--- src/rtl/dtw_pkg.sv ---
// Shared constants and state encoding for the DTW core feeder.
package dtw_pkg;

  localparam int unsigned DTW_WIDTH    = 16;
  localparam int unsigned DTW_SQG_SIZE = 250;

  // Reference word fed once the real reference is exhausted.
  localparam logic [DTW_WIDTH-1:0] PAD_WORD = '1;

  typedef enum logic [2:0] {
    StIdle,
    StClr,
    StPrime,
    StFeed,
    StFlush,
    StResult
  } feeder_state_e;

endpackage

--- src/rtl/dtw_ref_prefetch.sv ---
// Two-entry reference prefetch FIFO: tracks the single-cycle memory read in
// flight and substitutes PAD_WORD once every real reference word has drained.
module dtw_ref_prefetch
  import dtw_pkg::*;
#(
  parameter int unsigned width = DTW_WIDTH
) (
  input  logic             clk,
  input  logic             rst,
  input  logic             clear,
  input  logic             active,
  input  logic             more_refs,
  input  logic             pop,
  input  logic [width-1:0] rdata,
  output logic             rd_en,
  output logic             avail,
  output logic [width-1:0] head
);

  logic [width-1:0] mem_q [2];
  logic             wr_ptr_q;
  logic             rd_ptr_q;
  logic [1:0]       count_q;
  logic             inflight_q;
  logic [1:0]       fill;
  logic             pad;
  logic             pop_fifo;

  // Read issue, pad detection and head selection.
  always_comb begin
    fill     = count_q + {1'b0, inflight_q};
    pad      = ~more_refs & ~inflight_q & (count_q == 2'd0);
    rd_en    = active & more_refs & (fill < 2'd2);
    avail    = active & ((count_q != 2'd0) | pad);
    pop_fifo = pop & (count_q != 2'd0);
    if (count_q != 2'd0) begin
      head = mem_q[rd_ptr_q];
    end else if (active & pad) begin
      head = PAD_WORD;
    end else begin
      head = '0;
    end
  end

  // FIFO storage; dropping inflight_q on reset/clear discards late read data.
  always_ff @(posedge clk) begin
    if (rst || clear) begin
      count_q    <= 2'd0;
      wr_ptr_q   <= 1'b0;
      rd_ptr_q   <= 1'b0;
      inflight_q <= 1'b0;
    end else begin
      inflight_q <= rd_en;
      if (inflight_q) begin
        mem_q[wr_ptr_q] <= rdata;
        wr_ptr_q        <= ~wr_ptr_q;
      end
      if (pop_fifo) begin
        rd_ptr_q <= ~rd_ptr_q;
      end
      count_q <= count_q + {1'b0, inflight_q} - {1'b0, pop_fifo};
    end
  end

endmodule

--- src/rtl/dtw_core_feeder.sv ---
// Job sequencer for one DTW core: resets it, streams query samples and
// prefetched reference words, then returns the minimum score and position.
module dtw_core_feeder
  import dtw_pkg::*;
#(
  parameter int unsigned width    = DTW_WIDTH,
  parameter int unsigned SQG_SIZE = DTW_SQG_SIZE,
  parameter int unsigned AW       = 32
) (
  input  logic             clk,
  input  logic             rst,
  input  logic             start,
  input  logic [AW-1:0]    ref_base,
  input  logic [31:0]      ref_len_i,
  output logic             busy,
  input  logic             sq_valid,
  output logic             sq_ready,
  input  logic [width-1:0] sq_data,
  output logic             ref_rd_en,
  output logic [AW-1:0]    ref_addr,
  input  logic [width-1:0] ref_rdata,
  output logic             core_rst,
  output logic             running,
  output logic [width-1:0] Input_squiggle,
  output logic [width-1:0] Rword,
  output logic [31:0]      ref_len,
  input  logic [width-1:0] minval,
  input  logic [31:0]      position,
  input  logic             done,
  output logic             res_valid,
  input  logic             res_ready,
  output logic [width-1:0] res_minval,
  output logic [31:0]      res_position
);

  localparam int unsigned SqCntW = $clog2(SQG_SIZE + 1);

  feeder_state_e     state_q, state_d;
  logic [SqCntW-1:0] sq_cnt_q;
  logic [31:0]       ref_cnt_q;
  logic [AW-1:0]     ref_base_q;
  logic [31:0]       ref_len_q;
  logic [width-1:0]  res_minval_q;
  logic [31:0]       res_position_q;

  logic accept;
  logic advance;
  logic sq_full;
  logic fifo_active;
  logic fifo_avail;

  assign sq_full      = (sq_cnt_q == SqCntW'(SQG_SIZE));
  assign fifo_active  = (state_q == StClr) || (state_q == StPrime) ||
                        (state_q == StFeed) || (state_q == StFlush);
  assign busy         = (state_q != StIdle);
  assign res_valid    = (state_q == StResult);
  assign ref_len      = ref_len_q;
  assign ref_addr     = ref_base_q + AW'(ref_cnt_q);
  assign res_minval   = res_minval_q;
  assign res_position = res_position_q;

  dtw_ref_prefetch #(
    .width (width)
  ) u_prefetch (
    .clk       (clk),
    .rst       (rst),
    .clear     (state_q == StIdle),
    .active    (fifo_active),
    .more_refs (ref_cnt_q < ref_len_q),
    .pop       (advance),
    .rdata     (ref_rdata),
    .rd_en     (ref_rd_en),
    .avail     (fifo_avail),
    .head      (Rword)
  );

  // Next-state and core control.
  always_comb begin
    state_d        = state_q;
    accept         = 1'b0;
    advance        = 1'b0;
    running        = 1'b0;
    core_rst       = rst;
    sq_ready       = 1'b0;
    Input_squiggle = '0;
    unique case (state_q)
      StIdle: begin
        if (start) begin
          accept  = 1'b1;
          state_d = (ref_len_i == 32'd0) ? StResult : StClr;
        end
      end
      StClr: begin
        core_rst = 1'b1;
        state_d  = StPrime;
      end
      StPrime: begin
        running = 1'b1;
        state_d = StFeed;
      end
      StFeed: begin
        Input_squiggle = sq_full ? '0 : sq_data;
        // No advance once done is seen; FLUSH supplies the single commit cycle.
        if (done) begin
          state_d = StFlush;
        end else begin
          advance  = fifo_avail & (sq_full | sq_valid);
          running  = advance;
          sq_ready = advance & ~sq_full;
        end
      end
      StFlush: begin
        running = 1'b1;
        state_d = StResult;
      end
      StResult: begin
        if (res_ready) begin
          state_d = StIdle;
        end
      end
      default: state_d = StIdle;
    endcase
  end

  // State, job counters and result capture (core result sampled at end of FLUSH).
  always_ff @(posedge clk) begin
    if (rst) begin
      state_q        <= StIdle;
      sq_cnt_q       <= '0;
      ref_cnt_q      <= 32'd0;
      ref_base_q     <= '0;
      ref_len_q      <= 32'd0;
      res_minval_q   <= '1;
      res_position_q <= 32'd0;
    end else begin
      state_q <= state_d;
      if (accept) begin
        ref_base_q <= ref_base;
        ref_len_q  <= ref_len_i;
        sq_cnt_q   <= '0;
        ref_cnt_q  <= 32'd0;
      end else begin
        if (sq_ready) begin
          sq_cnt_q <= sq_cnt_q + SqCntW'(1);
        end
        if (ref_rd_en) begin
          ref_cnt_q <= ref_cnt_q + 32'd1;
        end
      end
      if (accept && (ref_len_i == 32'd0)) begin
        res_minval_q   <= '1;
        res_position_q <= 32'd0;
      end else if (state_q == StFlush) begin
        res_minval_q   <= minval;
        res_position_q <= position;
      end
    end
  end

endmodule
--- config.mk ---
export PLATFORM = sky130hd
export DESIGN_NAME = dtw_core_feeder
export DESIGN_NICKNAME = d
export VERILOG_FILES = /design/src/rtl/dtw_pkg.sv /design/src/rtl/dtw_ref_prefetch.sv /design/src/rtl/dtw_core_feeder.sv
export SDC_FILE = /design/constraint.sdc
export NUM_CORES = 1
export LEC_CHECK = 0
export BUFFER_PORTS_ARGS = -buffer_cell sky130_fd_sc_hd__buf_2
export CORE_MARGIN = 2
export CORE_UTILIZATION = 33
export CTS_CLUSTER_DIAMETER = 60
export DETAILED_ROUTE_END_ITERATION = 8
export PLACE_DENSITY = 0.52
export SYNTH_ARGS = -nofsm -noshare
export SYNTH_HDL_FRONTEND = slang
export SYNTH_HIERARCHICAL = 1
export SYNTH_SLANG_ARGS = --single-unit
--- constraint.sdc ---
create_clock -name clk -period 5.9 [get_ports clk]
set_input_delay 0.295 -clock clk [delete_from_list [all_inputs] [get_ports clk]]
set_output_delay 0.295 -clock clk [all_outputs]
set_load 0.05 [all_outputs]
After elaboration in Yosys (flattened, before gate mapping):

Memories as Yosys holds them, arrays and structs flattened. A register that Yosys moved wholly into a read port is not among the register bits.
Cells that the tools add are included.

* add/subtract/negate cells: 5
* $lt $le $gt $ge: 2
* equal/unequal tests: 9
* muxes and demuxes: 22
* bitwise gates (word level): 16
* reductions and logical operators: 14

Operator list (number)
* $mux W16: 4
* $add A32 B1 Y32 const B: 1
* $add A32 B32 Y32: 1
* $logic_not A32 Y1: 1
* $lt A32 B32 Y1: 1
* $pmux W3 S6: 1
* $mux W1: 12
* $mux W3: 4
* $and A1 B1 Y1: 9
* $add A8 B1 Y8 const B: 1
* $eq A8 B8 Y1 const B: 1
* $eq A3 B2 Y1 const B: 2
* $eq A3 B3 Y1 const B: 2
* $reduce_or A2 Y1: 3
* $not A1 Y1: 5
* $logic_or A1 B1 Y1: 4
* $ne A2 B2 Y1 const B: 2
* $eq A3 B1 Y1 const B: 1
* $logic_not A3 Y1: 1
* $reduce_and A3 Y1: 1
* $reduce_bool A3 Y1: 1
* $add A2 B1 Y2: 1
* $logic_not A2 Y1: 1
* $lt A2 B2 Y1 const B: 1
* 6 further kinds: 7

* flip-flop bits (word level): 160
* RAM bits: 32
* bits of input ports: 150
* output and inout bits: 150
* word-level logic and storage cells: 80
* memories: 1

Memory list
* u_prefetch.mem_q: depth 2, width 16, rd ports 1, clocked after Yosys merged registers in 1, write ports 1, line dtw_ref_prefetch.sv:20 `logic [width-1:0] mem_q [2];`

Depth between registers and ports, before layout:

Gate-level depths: netlist (run 1).

* depth in word-level cells: 12
* depth in mapped cells: 18
* depth with buffers taken out: 17

Cells and area by module:

Netlist (run 1), hierarchy kept.

Modules (own cells, without submodules)
* dtw_core_feeder: times used 1, cells an instance 1098, area each 8425.6 um^2, seq. area each 3103.0 um^2
* dtw_ref_prefetch: times used 1, cells an instance 103, area each 1667.8 um^2, seq. area each 1081.0 um^2

Least setup slack after synthesis (run 1):

Ideal clock, no wire load.

* path type: reg2out
* start: reg ref_cnt_q[5]
* end: out ref_addr[25]
* data arrival time: 4.045 ns
* data required time: 5.605 ns
* slack: 1.560 ns
* cell stages (with the launch flop): 8
* path buffers: 0
* cell sequence: dfxtp_1 -> ha_1 -> nand4_1 -> nor4_1 -> a22o_1 -> o21ai_0 -> and4_1 -> a2111oi_0

* word-level cells in the longest chain between the ends: 1

RTL lines
* start, declared: line dtw_core_feeder.sv:40 `logic [31:0] ref_cnt_q;`
* start signal, assigned: line dtw_core_feeder.sv:147 `ref_cnt_q <= ref_cnt_q + 32'd1;`
* $add A32 B32 Y32: line dtw_core_feeder.sv:58 `assign ref_addr = ref_base_q + AW'(ref_cnt_q);`
* end, declared: line dtw_core_feeder.sv:20 `output logic [AW-1:0] ref_addr,`

No other way between the ends.

Final worst setup path (run 1):

* start: reg ref_cnt_q[5]
* end: reg ref_cnt_q[31]

* word-level cells in the longest chain between the ends: 3
* elaborated cells on any way between the ends: 4
* classes of those cells: 1 x add/sub; 1 x order compare; 2 x bitwise

RTL lines
* $lt A32 B32 Y1: line dtw_core_feeder.sv:69 `.more_refs (ref_cnt_q < ref_len_q),`
* $and A1 B1 Y1 (2 in a row): line dtw_ref_prefetch.sv:33 `rd_en = active & more_refs & (fill < 2'd2);`

Parallel ways exist; a longest one is shown, timed or not.
A chain may end at the register's enable or synchronous reset.

==> run_results.csv, run 1 <==
group,metric,value,unit
status,status,"finished, final reports clean",
sta,fmax,0.237,GHz
cts,cts_buffer_depth,2,
cts,holdBufCountCts,0,
critical_path,slowest_stage,"dfxtp_1",
synth,synth_compound_area_frac,0.149,
critical_path,worstReg2RegStart,"ref_cnt_q[5]",
detailed_routing,first_pass_iters,5,
global_route,grt_antenna_before_repair,6,
synth,ys_ff_latch,193,
cts,path_clk_slew,0.08,ns
floorplanning,die_w,179,um
sta,hold_violations,0,
pwr,leakage,5.55,nW
cts,clock_latency,0.44,ns
worst_hold_path,hold_path.class,"in2reg",
cts,postCtsSetupBuffers,0,
sta,tns,0,ns
placed_design,numPortBuffers,299,
global_route,grt_pass1_vias,8590,
detailed_routing,route.vias.total,9252,
synth,ys.flop_type,"dfxtp_1",
floorplanning,start_util,0.333,
synth,synthMuxAreaShare,0.0222,
detailed_routing,remaining_drc_errors,0,
critical_path,worstPathArrival,4.54,ns
cts,cts_root_buf,"clkbuf_16",
synth,synth_area_leader_cell,"dfxtp_1",
synth,netlist_area,10100,um2
floorplanning,num_rows,64,
sta,setup_viol,0,
synth,ys_top_cells_by_count,"nand2_1 (268), dfxtp_1 (161), a21oi_1 (146), ha_1 (67), nor2_1 (62)",
synth,synth_cell_types,63,
synth,yosysWarnings,6,
pwr,power.total,0.00331,W
synth,synthesis.nets,1419,
sta,period_needed,4.22,ns
worst_hold_path,hp-start,"ref_rdata[4]",
floorplanning,dieArea,32000,um2
floorplanning,die_h,179,um
global_route,grt_pass1_wl,46200,um
critical_path,path_class,"reg2reg",
sta,slew_violations,0,
sta,clock_skew,0.0106,ns
layout,stdcell_count,1879,
cts,ctsHtreeMaxLevel,4,
detailed_routing,wirelength,30000,um
critical_path,max_stage_delay,0.47,ns
placed_design,place_hpwl,22500,um
synth,synthArstFlopShare,0,
cts,cts_sinks,193,
sta,hold_ws,0.0327,ns
synth,syn_avg_cell_area,8.40,um2
critical_path,required,6.22,ns
critical_path,end_kind,"register",
synth,synth_xor_area_frac,0.0564,
sta,grt_setup_unrepaired,"no",
cts,cts_buffers,17,
sta,tightest_slew,1.09,ns
floorplanning,io_pins,300,
cts,cts_tree,"built",
critical_path,crit_chain,"ha_1 > a21o_1 > a21o_1 > a21oi_1 > o21ai_0 > a21oi_1 > o21ai_0 > a41oi_1 > and3_1 > and3_1 > nand4_1 > nor3_2 > and4_1 > nand4_1 > xor2_1 > nor2_1",
sta,slew_headroom,0.271,
detailed_routing,ant_nets,0,
synth,synth_seq_area_share,0.415,
critical_path,reg2regPathDepth,16,
layout,fill_cells,3137,
global_route,grt_max_degree,80,
global_route,overflow,0,
sta,fin_crit_sh,0.715,
synth,netlist.area_leader.share,0.319,
pwr,p_per_area,265,nW/um2
worst_hold_path,hold_depth,1,
layout,finish.net_count,1683,
global_route,grt_usage,0.185,
critical_path,path_max_fanout,8,
synth,yosys.area_share.adder,0.0850,
floorplanning,design.core.area,30300,um2
synth,synth_top_family_by_area,"simple AND/OR/NAND/NOR gates",
critical_path,r2r_setup_slack,1.68,ns
critical_path,crit_path_start_kind,"register",
cts,cts_resized,0,
synth,synthCells,1201,
run,cap_viol_max_count,0,
placed_design,place.gp.congestion,0.838,
pwr,peakVddDrop,0.183,mV
placed_design,placedCellCount,1842,
synth,synth_edf_count,32,
critical_path,r2r-end,"ref_cnt_q[31]",
detailed_routing,drt_iter0_drc,485,
synth,synth_most_common_cell,"nand2_1",
synth,yosys-top-cells-area,"dfxtp_1 (32%), nand2_1 (10%), edfxtp_1 (9.5%), ha_1 (8.3%), a21oi_1 (7.2%)",
detailed_routing,vias_per_cell,4.92,
layout,drive_gt1_frac,0.250,
layout,postLayoutCoreUtil,0.411,
layout,area_growth,23.7,%
detailed_routing,avgRoutedWirePerCell,16.0,um
worst_hold_path,min_to,"u_prefetch/mem_q[1][4]",
synth,synth-simple-area-share,0.225,
[power breakdown]
| part | leakage, nW | total (W) | switching, W | internal [W] |
|---|---|---|---|---|
| sequential | 1.60 | 0.00144 | 0.0000454 | 0.00139 |
| clock | 0.289 | 0.00118 | 0.000602 | 0.000575 |
| combinational | 3.66 | 0.000699 | 0.000507 | 0.000192 |
| total | 5.55 | 0.00331 | 0.00115 | 0.00216 |
[layout by cell type, fill, tap and decap left out, types with 17 or more instances in the layout]
| cell type | Yosys | layout |
|---|---|---|
| dfxtp_1 | 161 | 161 |
| buf_2 | 12 | 299 |
| a21oi_1 | 146 | 146 |
| o21ai_0 | 25 | 25 |
| a21o_1 | 25 | 25 |
| xnor2_1 | 27 | 27 |
| and2_1 | 21 | 20 |
| nand4_1 | 24 | 24 |
| nand2_1 | 268 | 267 |
| ha_1 | 67 | 67 |
| mux2i_1 | 19 | 19 |
| edfxtp_1 | 32 | 32 |
| nand3_1 | 35 | 35 |
| xor2_1 | 38 | 38 |
| nor2_1 | 62 | 62 |
| clkbuf_16 | 0 | 17 |
| inv_1 | 44 | 44 |
[critical path: cells and delay by family (launching register included)]
kind / cells / cell delay (ns)
XOR/XNOR: 1 / 0.16
AO/OA/AOI/OAI: 7 / 1.36
flip-flops: 1 / 0.47
AND/OR/NAND/NOR: 7 / 1.80
adder cells (fa/ha/maj): 1 / 0.30
[flip-flops by register name, indices dropped and copies added (netlist names), 3 cells and up, named ones only]
register,count
sq_cnt_q,8
state_q,3
ref_cnt_q,32
u_prefetch/mem_q,32
ref_base_q,32
res_position,32
ref_len,32
res_minval,16
[worst max-delay path by stage]
stage / to / cells after the start / from / slack, ns
after global routing: ref_cnt_q[31] / 16 / ref_cnt_q[5] / 1.33
final: ref_cnt_q[31] / 16 / ref_cnt_q[5] / 1.68
after CTS: ref_cnt_q[31] / 16 / ref_cnt_q[5] / 1.64
after detailed placement: ref_cnt_q[31] / 16 / ref_cnt_q[5] / 1.68
after floorplan: ref_addr[25] / 7 / ref_cnt_q[5] / 1.56
after global placement: ref_cnt_q[31] / 16 / ref_cnt_q[5] / 1.84
[layout make-up]
| type | count | area, um2 | share of cell area |
|---|---|---|---|
| clock buffers | 17 | 425 | 0.0341 |
| repair buffers | 309 | 1570 | 0.126 |
| flip-flops and latches | 193 | 4180 | 0.335 |
| inverters | 45 | 169 | 0.0135 |
| well taps | 396 | 495 | 0.0397 |
| multi-input cells | 899 | 5450 | 0.437 |
| clock inverters | 15 | 173 | 0.0138 |
| diodes | 5 | 12.5 | 0.00100 |
[routing by layer]
layer	up-vias	share of wire	track usage
met5	-	0	0
met4	0	0.023	0.0644
met3	37	0.049	0.0356
met2	238	0.47	0.301
met1	4285	0.46	0.245
li1	4692	-	-
[cell families (layout without fill, tap and decap cells)]
| group | Yosys count | in the layout |
|---|---|---|
| buf+inv | 109 | 386 |
| other cells | 0 | 5 |
| xor+xnor | 65 | 65 |
| compound gates | 249 | 249 |
| mux | 22 | 22 |
| fa+ha+maj | 68 | 68 |
| simple gates | 495 | 495 |
| flops | 193 | 193 |
[metrics by stage]
stage | worst slack, ns | cell area (um2)
floorplan | 1.56 | 10100
global placement | 1.84 | 11900
detailed placement | 1.68 | 11900
CTS | 1.64 | 12500
global route | 1.33 | 12500
finish | 1.68 | 12500
Note: power is estimated with default switching activity, not from simulation.
==> run 2, diff against run 1 <==
- ABC_AREA: unset -> 1
- clock period: 5.9 -> 4.1 ns (I/O delays scaled with it)
==> run 2 against run 1 <==
  * Clock skew grew 0.0021 ns
  * Power grew 100%
  * Die area grew 8.8%
  * Global-route usage grew 1.5 points
  * Cell count grew 28%
  * Setup slack lost 1.0 ns
  * Critical path type is now reg2out
==> run_results.csv, run 2 <==
group,metric,value,unit
pwr,p_per_area,480,nW/um2
layout,drive_gt1_frac,0.181,
detailed_routing,vias_per_cell,4.71,
placed_design,numPortBuffers,299,
synth,yosysWarnings,6,
sta,hold_violations,0,
synth,synth_xor_area_frac,0.0263,
critical_path,critical_path_buf_inv_count,4,
critical_path,slowest_stage,"dfxtp_1",
critical_path,end_kind,"primary output",
critical_path,path_class,"reg2out",
floorplanning,start_util,0.337,
pwr,swShare,0.442,
global_route,grt_pass1_vias,10700,
floorplanning,io_pins,300,
sta,grt_setup_unrepaired,"no",
pwr,power.total,0.00672,W
synth,synth_edf_count,32,
synth,yosys.area_share.adder,0.0780,
pwr,p_int,0.00375,W
cts,postCtsSetupBuffers,0,
cts,cts_root_buf,"clkbuf_16",
critical_path,max_stage_delay,0.41,ns
sta,clock_skew,0.0127,ns
layout,area.sequential,4180,um2
global_route,overflow,0,
sta,fin_crit_sh,0.838,
synth,netlist.area_leader.share,0.293,
run,cap_viol_max_count,0,
floorplanning,die_w,187,um
floorplanning,num_rows,66,
global_route,grt_max_degree,69,
synth,synth_area_leader_cell,"dfxtp_1",
synth,synth_top_family_by_area,"simple AND/OR/NAND/NOR gates",
cts,ctsHtreeMaxLevel,4,
worst_hold_path,hold_path.class,"in2reg",
pwr,leakage,7.04,nW
critical_path,crit_chain,"ha_1 > nand4_1 > nor2_1 > nand2_1 > nor3_1 > a21oi_1 > inv_1 > nand2_1 > a21boi_0 > inv_1 > nor2_4 > nand3_4 > clkinv_2 > buf_2",
layout,multi_input_area,5840,um2
global_route,grt_usage,0.200,
placed_design,pre_cts_ws,0.629,ns
critical_path,r2r_setup_slack,0.71,ns
floorplanning,dieArea,34800,um2
floorplanning,die_h,187,um
detailed_routing,drt_iter0_drc,688,
cts,cts_buffers,17,
synth,netlist_area,11000,um2
detailed_routing,avgRoutedWirePerCell,14.9,um
critical_path,required,3.89,ns
detailed_routing,remaining_drc_errors,0,
pwr,clock_power_share,0.253,
floorplanning,design.core.area,32700,um2
critical_path,reg2regPathDepth,9,
sta,fmax,0.291,GHz
global_route,grt_pass1_wl,56200,um
layout,area_growth,27.1,%
cts,cts_buffer_depth,2,
critical_path,crit_path_start_kind,"register",
sta,period_needed,3.43,ns
synth,synthMuxAreaShare,0,
critical_path,cp_top_family,"simple AND/OR/NAND/NOR gates",
placed_design,place.gp.congestion,0.860,
detailed_routing,ant_nets,0,
synth,ys.flop_type,"dfxtp_1",
synth,synth-simple-area-share,0.319,
critical_path,path_max_fanout,10,
cts,cts_sinks,193,
synth,ys_top_cells_by_count,"nand2_1 (425), nor2_1 (232), inv_1 (197), dfxtp_1 (161), a21oi_1 (129)",
critical_path,cp.depth,14,
sta,setup_ws,0.665,ns
critical_path,r2r-end,"res_minval[15]",
cts,path_clk_slew,0.07,ns
layout,layout_common_cells,"nand2_1 (425), buf_2 (299), nor2_1 (232)",
status,status,"finished, final reports clean",
detailed_routing,first_pass_iters,5,
detailed_routing,wirelength,35800,um
pwr,power_frac_seq,0.349,
pwr,peakVddDrop,0.308,mV
sta,tightest_slew,0.754,ns
global_route,grt_antenna_before_repair,5,
critical_path,worstPathArrival,3.23,ns
worst_hold_path,hold_depth,3,
layout,layout_commonest_cell,"nand2_1",
synth,synthCells,1619,
sta,slew_violations,0,
pwr,net-switching-power,0.00297,W
placed_design,place_hpwl,27500,um
synth,synth_seq_area_share,0.380,
synth,synthArstFlopShare,0,
synth,syn_avg_cell_area,6.80,um2
layout,fill_cells,3454,
cts,cts_tree,"built",
cts,cts_resized,0,
critical_path,worstReg2RegStart,"state_q[2]",
detailed_routing,route.vias.total,11300,
worst_hold_path,hp-start,"minval[14]",
sta,setup_viol,0,
synth,synth_most_common_cell,"nand2_1",
synth,synth_compound_area_frac,0.108,
synth,synthesis.nets,1837,
synth,synth_cell_types,44,
cts,holdBufCountCts,49,
sta,tns,0,ns
worst_hold_path,min_to,"res_minval[14]",
sta,slew_headroom,0.495,
layout,finish.net_count,2163,
cts,clock_latency,0.45,ns
pwr,combPwrFrac,0.399,
synth,ys_ff_latch,193,
synth,yosys-top-cells-area,"dfxtp_1 (29%), nand2_1 (14%), edfxtp_1 (8.7%), nor2_1 (7.9%), ha_1 (7.6%)",
## run 2: cell count changes after synthesis, sizes merged, moves of 19 or more
cell and delta:
and2 -21, inv +154, mux2i -19, nor2 +174, a21o -24, o21ai +60, nand3 +93, nand2 +159
## run 2: cell families (layout without fill, tap and decap cells)
| kind of cell | Yosys count | after routing |
|---|---|---|
| AND/OR/NAND/NOR | 843 | 843 |
| buffers and inverters | 251 | 590 |
| AO/OA/AOI/OAI | 231 | 231 |
| flip-flops | 193 | 193 |
| adder cells (fa/ha/maj) | 68 | 68 |
| XOR/XNOR | 33 | 33 |
| other | 0 | 5 |
## run 2: tightest hold or removal path, delay by kind of cell
family / cells / cell delay, ns
and+or+nand+nor: 2 / 0.14
buffers and inverters: 1 / 0.08
## run 2: stage by stage
| step | hold slack, ns | cells | area (um2) | utilization |
|---|---|---|---|---|
| global placement | 0.394 | 2319 | 12900 | 0.395 |
| floorplan | 0.274 | 1619 | 11000 | - |
| global route | 0.0111 | 2405 | 14000 | 0.428 |
| finish | 0.0183 | 2405 | 14000 | 0.428 |
| detailed placement | 0.401 | 2319 | 12900 | 0.395 |
| CTS | 0.000240 | 2400 | 14000 | 0.427 |
## run 2: final cells by class
cell class,instances,area share
flip-flops and latches,193,0.299
clock inverters,13,0.0108
diodes,5,0.000894
clock buffers,19,0.0309
well taps,442,0.0395
multi-input cells,1175,0.418
repair buffers,358,0.147
inverters,200,0.0537
## run 2: power groups by stage
stage,clock network [W],registers [W],logic (W)
final,0.00170,0.00234,0.00268
after global routing,0.00182,0.00238,0.00288
after CTS,0.00174,0.00234,0.00270
after detailed placement,0,0.00239,0.00265
after global placement,0,0.00238,0.00264
after floorplan,0,0.00294,0.00138
## run 2: worst max-delay path by stage
stage	end	startpoint	slack, ns
floorplan	ref_cnt_q[17]	ref_len[5]	0.49
global placement	res_minval[11]	state_q[2]	0.74
detailed placement	res_minval[15]	state_q[2]	0.63
CTS	sq_ready	ref_cnt_q[27]	0.58
global route	sq_ready	ref_cnt_q[29]	0.38
finish	sq_ready	ref_cnt_q[27]	0.67
## run 2: per-layer routing
metal / part of all wire / global-route usage / vias to the layer above
met5: 0 / 0 / -
met2: 0.47 / 0.330 / 247
met4: 0.025 / 0.0736 / 0
met3: 0.038 / 0.0301 / 47
li1: - / - / 5844
met1: 0.47 / 0.266 / 5178
